## src/rtl/risc16_tick_sequencer.sv

```systemverilog
// RISC_16 front end: 5-phase one-hot tick, fetch-phase instruction latch,
// retired-instruction counter and halt-on-opcode.
module risc16_tick_sequencer #(
    parameter logic [3:0] HALT_OPCODE = 4'hF,
    parameter int         COUNT_W     = 16
) (
    input  logic               clk,
    input  logic               rst,
    input  logic               enable,
    input  logic [15:0]        instruction,
    output logic [4:0]         tick_out,
    output logic [15:0]        instr_reg,
    output logic [3:0]         opcode,
    output logic [3:0]         rx,
    output logic [3:0]         ry,
    output logic [3:0]         rz,
    output logic               retire,
    output logic               halted,
    output logic [COUNT_W-1:0] instr_count
);

    typedef enum logic [2:0] {
        S_IDLE,
        S_T1,
        S_T2,
        S_T3,
        S_T4,
        S_T5,
        S_HALT
    } state_t;

    state_t state;
    logic   retire_q;

    assign opcode = instr_reg[15:12];
    assign rx     = instr_reg[11:8];
    assign ry     = instr_reg[7:4];
    assign rz     = instr_reg[3:0];

    // A frozen cycle masks the pulse, and the register is cleared so it is not replayed.
    assign retire = retire_q & enable;

    always_ff @(posedge clk) begin
        if (rst) begin
            state       <= S_IDLE;
            tick_out    <= 5'b00000;
            instr_reg   <= 16'h0000;
            retire_q    <= 1'b0;
            halted      <= 1'b0;
            instr_count <= '0;
        end else if (!enable) begin
            retire_q <= 1'b0;
        end else begin
            retire_q <= 1'b0;
            case (state)
                S_IDLE: begin
                    state    <= S_T1;
                    tick_out <= 5'b10000;
                end
                S_T1: begin
                    state     <= S_T2;
                    tick_out  <= 5'b01000;
                    instr_reg <= instruction;
                end
                S_T2: begin
                    state    <= S_T3;
                    tick_out <= 5'b00100;
                end
                S_T3: begin
                    state    <= S_T4;
                    tick_out <= 5'b00010;
                end
                S_T4: begin
                    state    <= S_T5;
                    tick_out <= 5'b00001;
                end
                S_T5: begin
                    retire_q    <= 1'b1;
                    instr_count <= instr_count + COUNT_W'(1);
                    if (opcode == HALT_OPCODE) begin
                        state    <= S_HALT;
                        tick_out <= 5'b00000;
                        halted   <= 1'b1;
                    end else begin
                        state    <= S_T1;
                        tick_out <= 5'b10000;
                    end
                end
                S_HALT: begin
                    state    <= S_HALT;
                    tick_out <= 5'b00000;
                end
                default: begin
                    state    <= S_IDLE;
                    tick_out <= 5'b00000;
                end
            endcase
        end
    end

endmodule

```

## config.mk

```make
export PLATFORM = sky130hd
export DESIGN_NAME = risc16_tick_sequencer
export DESIGN_NICKNAME = d
export VERILOG_FILES = /design/src/rtl/risc16_tick_sequencer.sv
export SDC_FILE = /design/constraint.sdc
export NUM_CORES = 1
export LEC_CHECK = 0
export CAP_MARGIN = 40
export CORE_UTILIZATION = 38
export DETAILED_ROUTE_END_ITERATION = 6
export GPL_ROUTABILITY_DRIVEN = 1
export PLACE_DENSITY = 0.75
export SLEW_MARGIN = 10
export SYNTH_ARGS = -nofsm -noshare
export SYNTH_HDL_FRONTEND = slang
export SYNTH_SLANG_ARGS = --single-unit
```

## constraint.sdc

```tcl
create_clock -name clk -period 1.7 [get_ports clk]
set_clock_uncertainty 0.1 [all_clocks]
set_input_delay 0.17 -clock clk [delete_from_list [all_inputs] [get_ports clk]]
set_output_delay 0.17 -clock clk [all_outputs]
set_load 0.02 [all_outputs]
```

==> flow_results.xml, run 1 <==
<?xml version="1.0" encoding="UTF-8"?>
<metrics>
  <group name="critical_path">
    <metric name="reg2regPathDepth" unit="">5</metric>
    <metric name="crit_path_top_delay_cell" unit="">sky130_fd_sc_hd__clkdlybuf4s50_1</metric>
    <metric name="critical_path.startpoint_type" unit="">input port</metric>
    <metric name="critPathRequiredTime" unit="ps">1830</metric>
    <metric name="crit-reg2reg-launch" unit="">instr_count[0]</metric>
    <metric name="reg2reg_to" unit="">instr_count[10]</metric>
    <metric name="end_kind" unit="">register</metric>
    <metric name="path_buf_inv" unit="">1</metric>
    <metric name="top_cell_by_count_worst_path" unit="">sky130_fd_sc_hd__or3_4</metric>
    <metric name="cp.arrival" unit="ps">1770</metric>
    <metric name="path_delay_family" unit="">simple AND/OR/NAND/NOR gates</metric>
    <metric name="critPathKind" unit="">in2reg</metric>
    <metric name="slowest_delay" unit="ps">550</metric>
    <metric name="timing.critical_path.cells" unit="">clkdlybuf4s50_1, nand4b_4, or3_4, or3_4, a21oi_2</metric>
    <metric name="critical_path_peak_fanout" unit="">6</metric>
    <metric name="ff2ff_setup_slack" unit="ps">80</metric>
  </group>
  <group name="place">
    <metric name="pre_cts_ws" unit="ps">-241</metric>
    <metric name="globalplace.congestion" unit="">0.794</metric>
    <metric name="dp.final_hpwl" unit="mm">3.11</metric>
    <metric name="port-buffer-count" unit="">73</metric>
  </group>
  <group name="timing">
    <metric name="period_needed" unit="ps">1640</metric>
    <metric name="fmax" unit="MHz">608</metric>
    <metric name="period_share" unit="%">96.7</metric>
    <metric name="worst_slew_pin_slew" unit="ps">336</metric>
    <metric name="grt_setup_unrepaired" unit="">no</metric>
    <metric name="post-route-worst-setup-slack" unit="ps">55.9</metric>
    <metric name="finalMaxSlewViolations" unit="">0</metric>
    <metric name="setup_violations" unit="">0</metric>
    <metric name="max_slew_margin" unit="%">77.3</metric>
    <metric name="hold_viol_final" unit="">0</metric>
  </group>
  <group name="logic_synthesis">
    <metric name="synth.area.top_cells" unit="">sky130_fd_sc_hd__dfxtp_1 (46%), sky130_fd_sc_hd__nand2_1 (9.3%), sky130_fd_sc_hd__a21oi_1 (7.7%), sky130_fd_sc_hd__buf_4 (7.4%), sky130_fd_sc_hd__nor2_1 (4.1%)</metric>
    <metric name="async_reset_ff_share" unit="%">0</metric>
    <metric name="synth.net_count" unit="">240</metric>
    <metric name="postSynthRegisterBits" unit="">42</metric>
    <metric name="synth.yosys.seq_area_share" unit="%">46.2</metric>
    <metric name="ys_warn_count" unit="">0</metric>
    <metric name="syn-instance-count" unit="">220</metric>
    <metric name="synthDominantCellAreaShare" unit="%">46.2</metric>
    <metric name="synthDistinctLibCells" unit="">35</metric>
    <metric name="synth_area_leader_cell" unit="">sky130_fd_sc_hd__dfxtp_1</metric>
    <metric name="leading_register_cell_type_out_of_synthesis" unit="">sky130_fd_sc_hd__dfxtp_1</metric>
    <metric name="number_of_enable_flip_flop_cells_after_synthesis" unit="">0</metric>
    <metric name="postSynthAreaPerCell" unit="µm²">8.27</metric>
    <metric name="synthesis.area" unit="µm²">1820</metric>
  </group>
  <group name="status">
    <metric name="failed_checks" unit="">DRC</metric>
    <metric name="run_status" unit="">complete, but fails checks</metric>
  </group>
  <group name="power">
    <metric name="peakVddDrop" unit="µV">322</metric>
    <metric name="power.share.sequential" unit="%">54.8</metric>
    <metric name="clkPwrFrac" unit="%">32.3</metric>
    <metric name="total_power_of_the_final_layout" unit="mW">1.86</metric>
    <metric name="netSwitchingFraction" unit="%">23.6</metric>
    <metric name="comb_power_share" unit="%">12.9</metric>
    <metric name="p_leak" unit="nW">0.988</metric>
    <metric name="switching_power" unit="mW">0.438</metric>
    <metric name="power.density" unit="nW/µm²">674</metric>
    <metric name="internal_power" unit="mW">1.42</metric>
  </group>
  <group name="grt">
    <metric name="globalRoute.totalOverflow" unit="">0</metric>
    <metric name="antenna_violations_before_repair" unit="">0</metric>
    <metric name="maximum_number_of_pins_on_one_net_before_global_route_repair" unit="">18</metric>
    <metric name="first_global_vias" unit="">1540</metric>
    <metric name="grt_pass1_wl" unit="mm">6.86</metric>
    <metric name="grt_usage" unit="%">17.1</metric>
  </group>
  <group name="min_path">
    <metric name="path_class_of_the_lowest_slack_min_delay_path" unit="">in2reg</metric>
    <metric name="timing.hold.worst_path_depth" unit="">3</metric>
    <metric name="worst_hold_path.endpoint" unit="">instr_reg[13]</metric>
    <metric name="hp-start" unit="">instruction[13]</metric>
  </group>
  <group name="die">
    <metric name="row_count" unit="">24</metric>
    <metric name="fp.dieH" unit="µm">71.2</metric>
    <metric name="io-pin-count" unit="">74</metric>
    <metric name="die_width" unit="µm">71.2</metric>
    <metric name="die_area" unit="µm²">5070</metric>
    <metric name="start_util" unit="%">40.7</metric>
    <metric name="core" unit="µm²">4470</metric>
  </group>
  <group name="job">
    <metric name="max-cap-violations" unit="">0</metric>
  </group>
  <group name="clocking">
    <metric name="tritoncts_num_sinks" unit="">42</metric>
    <metric name="cts_max_path_buffers" unit="">2</metric>
    <metric name="holdBufCountCts" unit="">0</metric>
    <metric name="clkSlewWorstSetupHoldPaths" unit="ps">70</metric>
    <metric name="post_cts_buffers" unit="">0</metric>
    <metric name="htree_num_levels" unit="">2</metric>
    <metric name="tritoncts.num_buffers" unit="">5</metric>
    <metric name="clock_tree.root_cell" unit="">sky130_fd_sc_hd__clkbuf_8</metric>
    <metric name="cts_tree" unit="">built</metric>
    <metric name="worst_skew_pair.late_latency" unit="ps">290</metric>
  </group>
  <group name="route">
    <metric name="detail_route.wl_per_cell" unit="µm">12.3</metric>
    <metric name="drt_pre_antenna_iters" unit="">6</metric>
    <metric name="drt_iter0_drc" unit="">60</metric>
    <metric name="drt.antenna.violating_nets" unit="">0</metric>
    <metric name="routed_via_density" unit="">4.95</metric>
    <metric name="wirelength" unit="mm">4.26</metric>
    <metric name="post-route-drc-count" unit="">10</metric>
    <metric name="detailroute.via_count" unit="">1722</metric>
  </group>
  <group name="layout">
    <metric name="postLayoutCoreUtil" unit="%">61.6</metric>
    <metric name="area_growth" unit="%">51.4</metric>
    <metric name="most-common-layout-cells" unit="">sky130_fd_sc_hd__clkdlybuf4s50_1 (71), sky130_fd_sc_hd__nand2_1 (45), sky130_fd_sc_hd__dfxtp_1 (39)</metric>
    <metric name="final_layout_size_suffix_gt1_share" unit="%">14.9</metric>
    <metric name="layout.cells.most_common" unit="">sky130_fd_sc_hd__clkdlybuf4s50_1</metric>
    <metric name="finalNetCount" unit="">315</metric>
    <metric name="antennaDiodeCount" unit="">0</metric>
  </group>
</metrics>
## layer usage
| metal | track usage [%] | vias up | part of all wire [%] |
|---|---|---|---|
| li1 | - | 876 | - |
| met1 | 20.5 | 783 | 45 |
| met2 | 28.5 | 61 | 47 |
| met3 | 5.84 | 2 | 8.2 |
| met4 | 6.22 | 0 | 0.16 |
| met5 | 0 | - | 0 |
## final cells by class
cell class / count / area, µm²
multi-input combinational: 147 / 841
fill: 424 / 1720
sequential: 42 / 850
inverter: 2 / 7.51
timing repair buffer: 97 / 912
clock buffer: 8 / 80.1
tap: 52 / 65.1
## synth_stat cells (2+ instances only)
| library cell | number |
|---|---|
| sky130_fd_sc_hd__nor4b_1 | 3 |
| sky130_fd_sc_hd__or3_1 | 4 |
| sky130_fd_sc_hd__inv_1 | 2 |
| sky130_fd_sc_hd__a21oi_1 | 28 |
| sky130_fd_sc_hd__nand4_1 | 3 |
| sky130_fd_sc_hd__xnor2_1 | 8 |
| sky130_fd_sc_hd__o21ai_0 | 5 |
| sky130_fd_sc_hd__buf_4 | 18 |
| sky130_fd_sc_hd__nand2_1 | 45 |
| sky130_fd_sc_hd__nand3_1 | 5 |
| sky130_fd_sc_hd__dfxtp_1 | 42 |
| sky130_fd_sc_hd__nor2_1 | 20 |
| sky130_fd_sc_hd__nor4_1 | 2 |
| sky130_fd_sc_hd__nor3_1 | 5 |
| sky130_fd_sc_hd__clkbuf_1 | 10 |
## what timing repair did
| item | 4_1_cts | 5_1_grt |
|---|---|---|
| setup endpoints to repair | 1 | 5 |
| gates resized for setup | 1 | 6 |
| pin swaps | 0 | 3 |
## through the flow
stage / std cells / TNS, ps / hold WS [ps] / cell area (µm²)
after detailed placement: 340 / -3460 / 362 / 2650
after global placement: 340 / -2640 / 348 / 2650
final: 348 / 0 / 326 / 2760
after CTS: 348 / 0 / 312 / 2730
after floorplan: 220 / 0 / 206 / 1850
after global routing: 348 / 0 / 313 / 2760
## worst max-delay path by stage
stage              startpoint              end  slack (ps)  cells past startpoint
5_1_grt        instr_count[3]   instr_count[3]           3                      1
6_report               enable  instr_count[10]          60                      5
4_1_cts        instr_count[2]   instr_count[2]           8                      2
2_1_floorplan  instr_count[5]  instr_count[10]          10                      4
3_3_place_gp           enable  instr_count[10]        -200                      5
3_5_place_dp           enable  instr_count[12]        -240                      5
## cell families after synthesis
family | after synthesis | share of synthesized area (%)
AO/OA/AOI/OAI | 40 | 12.3
XOR/XNOR | 9 | 4.33
adder cells (fa/ha/maj) | 1 | 0.688
buffers and inverters | 31 | 10.2
flip-flops | 42 | 46.2
multiplexers | 1 | 0.619
AND/OR/NAND/NOR | 96 | 25.7
## worst reg2reg max path, stage by stage, from the launching register on
cell	delay, ps
sky130_fd_sc_hd__dfxtp_4	360
sky130_fd_sc_hd__ha_4	130
sky130_fd_sc_hd__nand3_2	80
sky130_fd_sc_hd__or3_4	410
sky130_fd_sc_hd__or3_4	340
sky130_fd_sc_hd__a21oi_2	130
## power groups by stage
stage / Combinational, mW / Clock [mW] / Sequential [mW]
after global placement: 0.237 / 0 / 1.04
after detailed placement: 0.239 / 0 / 1.04
after CTS: 0.240 / 0.632 / 1.02
final: 0.239 / 0.599 / 1.02
after floorplan: 0.105 / 0 / 1.06
after global routing: 0.255 / 0.686 / 1.02
No activity file was read; power rests on OpenSTA's default activity.
==> run 2: changes to the inputs <==
--- a/config.mk
+++ b/config.mk
@@ -9,2 +9,3 @@
 export CORE_UTILIZATION = 38
+export CTS_CLUSTER_SIZE = 40
 export DETAILED_ROUTE_END_ITERATION = 6
@@ -12,2 +13,3 @@
 export PLACE_DENSITY = 0.75
+export REMOVE_ABC_BUFFERS = 1
 export SLEW_MARGIN = 10
==> constraint.sdc (replaced) <==
create_clock -name clk -period 1.7 [get_ports clk]
set_clock_uncertainty 0.1 [all_clocks]
set_input_delay 0.34 -clock clk [delete_from_list [all_inputs] [get_ports clk]]
set_output_delay 0.34 -clock clk [all_outputs]
set_load 0.02 [all_outputs]
==> flow_results.xml, run 2 (same netlist as run 1, synthesis figures left out) <==
<?xml version="1.0" encoding="UTF-8"?>
<metrics>
  <group name="clocking">
    <metric name="cts_max_path_buffers" unit="">2</metric>
    <metric name="post_cts_buffers" unit="">0</metric>
    <metric name="tritoncts_num_sinks" unit="">42</metric>
    <metric name="clock_tree.root_cell" unit="">sky130_fd_sc_hd__clkbuf_8</metric>
    <metric name="cts_tree" unit="">built</metric>
    <metric name="tritoncts.num_buffers" unit="">5</metric>
    <metric name="htree_num_levels" unit="">2</metric>
    <metric name="holdBufCountCts" unit="">0</metric>
    <metric name="clkSlewWorstSetupHoldPaths" unit="ps">90</metric>
    <metric name="worst_skew_pair.late_latency" unit="ps">290</metric>
  </group>
  <group name="place">
    <metric name="pre_cts_ws" unit="ps">-490</metric>
    <metric name="placedInstanceArea" unit="µm²">2630</metric>
    <metric name="globalplace.congestion" unit="">0.727</metric>
    <metric name="port-buffer-count" unit="">73</metric>
    <metric name="dp.final_hpwl" unit="mm">3.13</metric>
  </group>
  <group name="die">
    <metric name="io-pin-count" unit="">74</metric>
    <metric name="row_count" unit="">24</metric>
    <metric name="start_util" unit="%">40.7</metric>
    <metric name="die_area" unit="µm²">5070</metric>
    <metric name="die_width" unit="µm">71.2</metric>
    <metric name="core" unit="µm²">4470</metric>
    <metric name="fp.dieH" unit="µm">71.2</metric>
  </group>
  <group name="status">
    <metric name="run_status" unit="">complete, but fails checks</metric>
    <metric name="failed_checks" unit="">DRC, setup timing</metric>
  </group>
  <group name="route">
    <metric name="detail_route.wl_per_cell" unit="µm">12.3</metric>
    <metric name="drt_pre_antenna_iters" unit="">6</metric>
    <metric name="post-route-drc-count" unit="">5</metric>
    <metric name="drt.antenna.violating_nets" unit="">0</metric>
    <metric name="routed_via_density" unit="">5.04</metric>
    <metric name="wirelength" unit="mm">4.28</metric>
    <metric name="detailroute.via_count" unit="">1760</metric>
    <metric name="drt_iter0_drc" unit="">74</metric>
  </group>
  <group name="min_path">
    <metric name="path_class_of_the_lowest_slack_min_delay_path" unit="">reg2reg</metric>
    <metric name="worst_hold_path.endpoint" unit="">tick_out[1]</metric>
    <metric name="hp-start" unit="">tick_out[1]</metric>
    <metric name="timing.hold.worst_path_depth" unit="">2</metric>
  </group>
  <group name="grt">
    <metric name="first_global_vias" unit="">1643</metric>
    <metric name="globalRoute.totalOverflow" unit="">0</metric>
    <metric name="maximum_number_of_pins_on_one_net_before_global_route_repair" unit="">17</metric>
    <metric name="antenna_violations_before_repair" unit="">0</metric>
    <metric name="grt_pass1_wl" unit="mm">7.07</metric>
    <metric name="grt_usage" unit="%">17.4</metric>
  </group>
  <group name="layout">
    <metric name="finish.instance_area" unit="µm²">2750</metric>
    <metric name="area_growth" unit="%">51.1</metric>
    <metric name="finalNetCount" unit="">316</metric>
    <metric name="most-common-layout-cells" unit="">sky130_fd_sc_hd__nand2_1 (45), sky130_fd_sc_hd__dlygate4sd2_1 (45), sky130_fd_sc_hd__dfxtp_1 (40)</metric>
    <metric name="final_layout_size_suffix_gt1_share" unit="%">15.5</metric>
    <metric name="layout.filler_cells" unit="">397</metric>
    <metric name="antennaDiodeCount" unit="">0</metric>
  </group>
  <group name="critical_path">
    <metric name="cp.arrival" unit="ps">1820</metric>
    <metric name="critical_path_peak_fanout" unit="">6</metric>
    <metric name="reg2regPathDepth" unit="">5</metric>
    <metric name="critical_path.startpoint_type" unit="">register</metric>
    <metric name="critPathKind" unit="">reg2reg</metric>
    <metric name="end_kind" unit="">register</metric>
    <metric name="critPathRequiredTime" unit="ps">1810</metric>
    <metric name="reg2reg_to" unit="">instr_count[10]</metric>
    <metric name="crit-reg2reg-launch" unit="">instr_count[0]</metric>
    <metric name="ff2ff_setup_slack" unit="ps">-5</metric>
  </group>
  <group name="timing">
    <metric name="post-route-worst-setup-slack" unit="ps">-4.75</metric>
    <metric name="grt_setup_unrepaired" unit="">yes</metric>
    <metric name="setup_violations" unit="">1</metric>
    <metric name="fmax" unit="MHz">587</metric>
    <metric name="period_share" unit="%">100</metric>
    <metric name="period_needed" unit="ps">1700</metric>
    <metric name="worst_slew_pin_slew" unit="ps">388</metric>
    <metric name="finalMaxSlewViolations" unit="">0</metric>
    <metric name="hold_viol_final" unit="">0</metric>
    <metric name="max_slew_margin" unit="%">73.9</metric>
  </group>
  <group name="power">
    <metric name="peakVddDrop" unit="µV">563</metric>
    <metric name="power.density" unit="nW/µm²">732</metric>
    <metric name="p_leak" unit="nW">1.35</metric>
  </group>
  <group name="job">
    <metric name="max-cap-violations" unit="">0</metric>
  </group>
</metrics>
==> run 2: changes by cell type in the layout (fill, tap and decap cells not counted), sizes merged, moves of 2 or more <==
cell           before  now
clkbuf              8    6
clkdlybuf4s50      71   19
dlygate4sd2         1   45
dlymetal6s2s        1    9
==> run 2: cell type report <==
| cell class | count | area (µm²) | area share [%] |
|---|---|---|---|
| Tap cell | 52 | 65.1 | 2.37 |
| Clock inverter | 2 | 37.5 | 1.37 |
| Clock buffer | 6 | 72.6 | 2.64 |
| Inverter | 2 | 7.51 | 0.273 |
| Sequential cell | 42 | 843 | 30.7 |
| Multi-Input combinational cell | 147 | 838 | 30.5 |
| Timing Repair Buffer | 98 | 885 | 32.2 |
==> run 2: routing by layer <==
layer	global-route usage (%)	vias to the layer above	share of wire, %
met4	4.67	0	1.5
met2	32.0	71	49
met1	19.3	807	42
met5	0	-	0
met3	5.56	7	7.3
li1	-	875	-
==> run 2: timing repair <==
item | 4_1_cts | 5_1_grt
pin swaps | 3 | 1
setup endpoints to repair | 73 | 13
endpoints found under the hold margin | 0 | 0
gates resized for setup | 48 | 16
==> run 2: through the flow <==
| stage | total power [mW] | utilization, % | hold WS (ps) | TNS, ps | std cells |
|---|---|---|---|---|---|
| after floorplan | 1.13 | - | 309 | -3220 | 191 |
| after global placement | 1.28 | 58.8 | 343 | -10290 | 341 |
| after detailed placement | 1.28 | 58.8 | 354 | -11180 | 341 |
| after CTS | 2.04 | 60.1 | 368 | 0 | 349 |
| after global routing | 2.11 | 61.4 | 380 | -50.1 | 349 |
| final | 2.01 | 61.4 | 367 | -4.75 | 349 |
==> run 2: critical path, cell delays in order (launching register included) <==
cell and delay, ps:
sky130_fd_sc_hd__dfxtp_2 360, sky130_fd_sc_hd__ha_4 140, sky130_fd_sc_hd__nand3_2 80, sky130_fd_sc_hd__or3_4 410
sky130_fd_sc_hd__or3_4 380, sky130_fd_sc_hd__a21oi_2 150
==> run 2: worst max path at each step <==
stage	slack, ps	end	cells after the start	startpoint
finish	-5	instr_count[10]	5	instr_count[0]
global route	-50	instr_count[10]	5	instr_count[0]
CTS	0.2	instr_reg[3]	1	instr_reg[3]
detailed placement	-490	instr_count[12]	5	enable
global placement	-440	instr_count[12]	5	enable
floorplan	-170	instr_reg[12]	4	state[0]
==> run 2: where the power goes <==
group	switching (mW)	total [mW]	internal (mW)
combinational	0.114	0.221	0.107
sequential	0.0150	1.02	1.00
clock	0.334	0.772	0.438
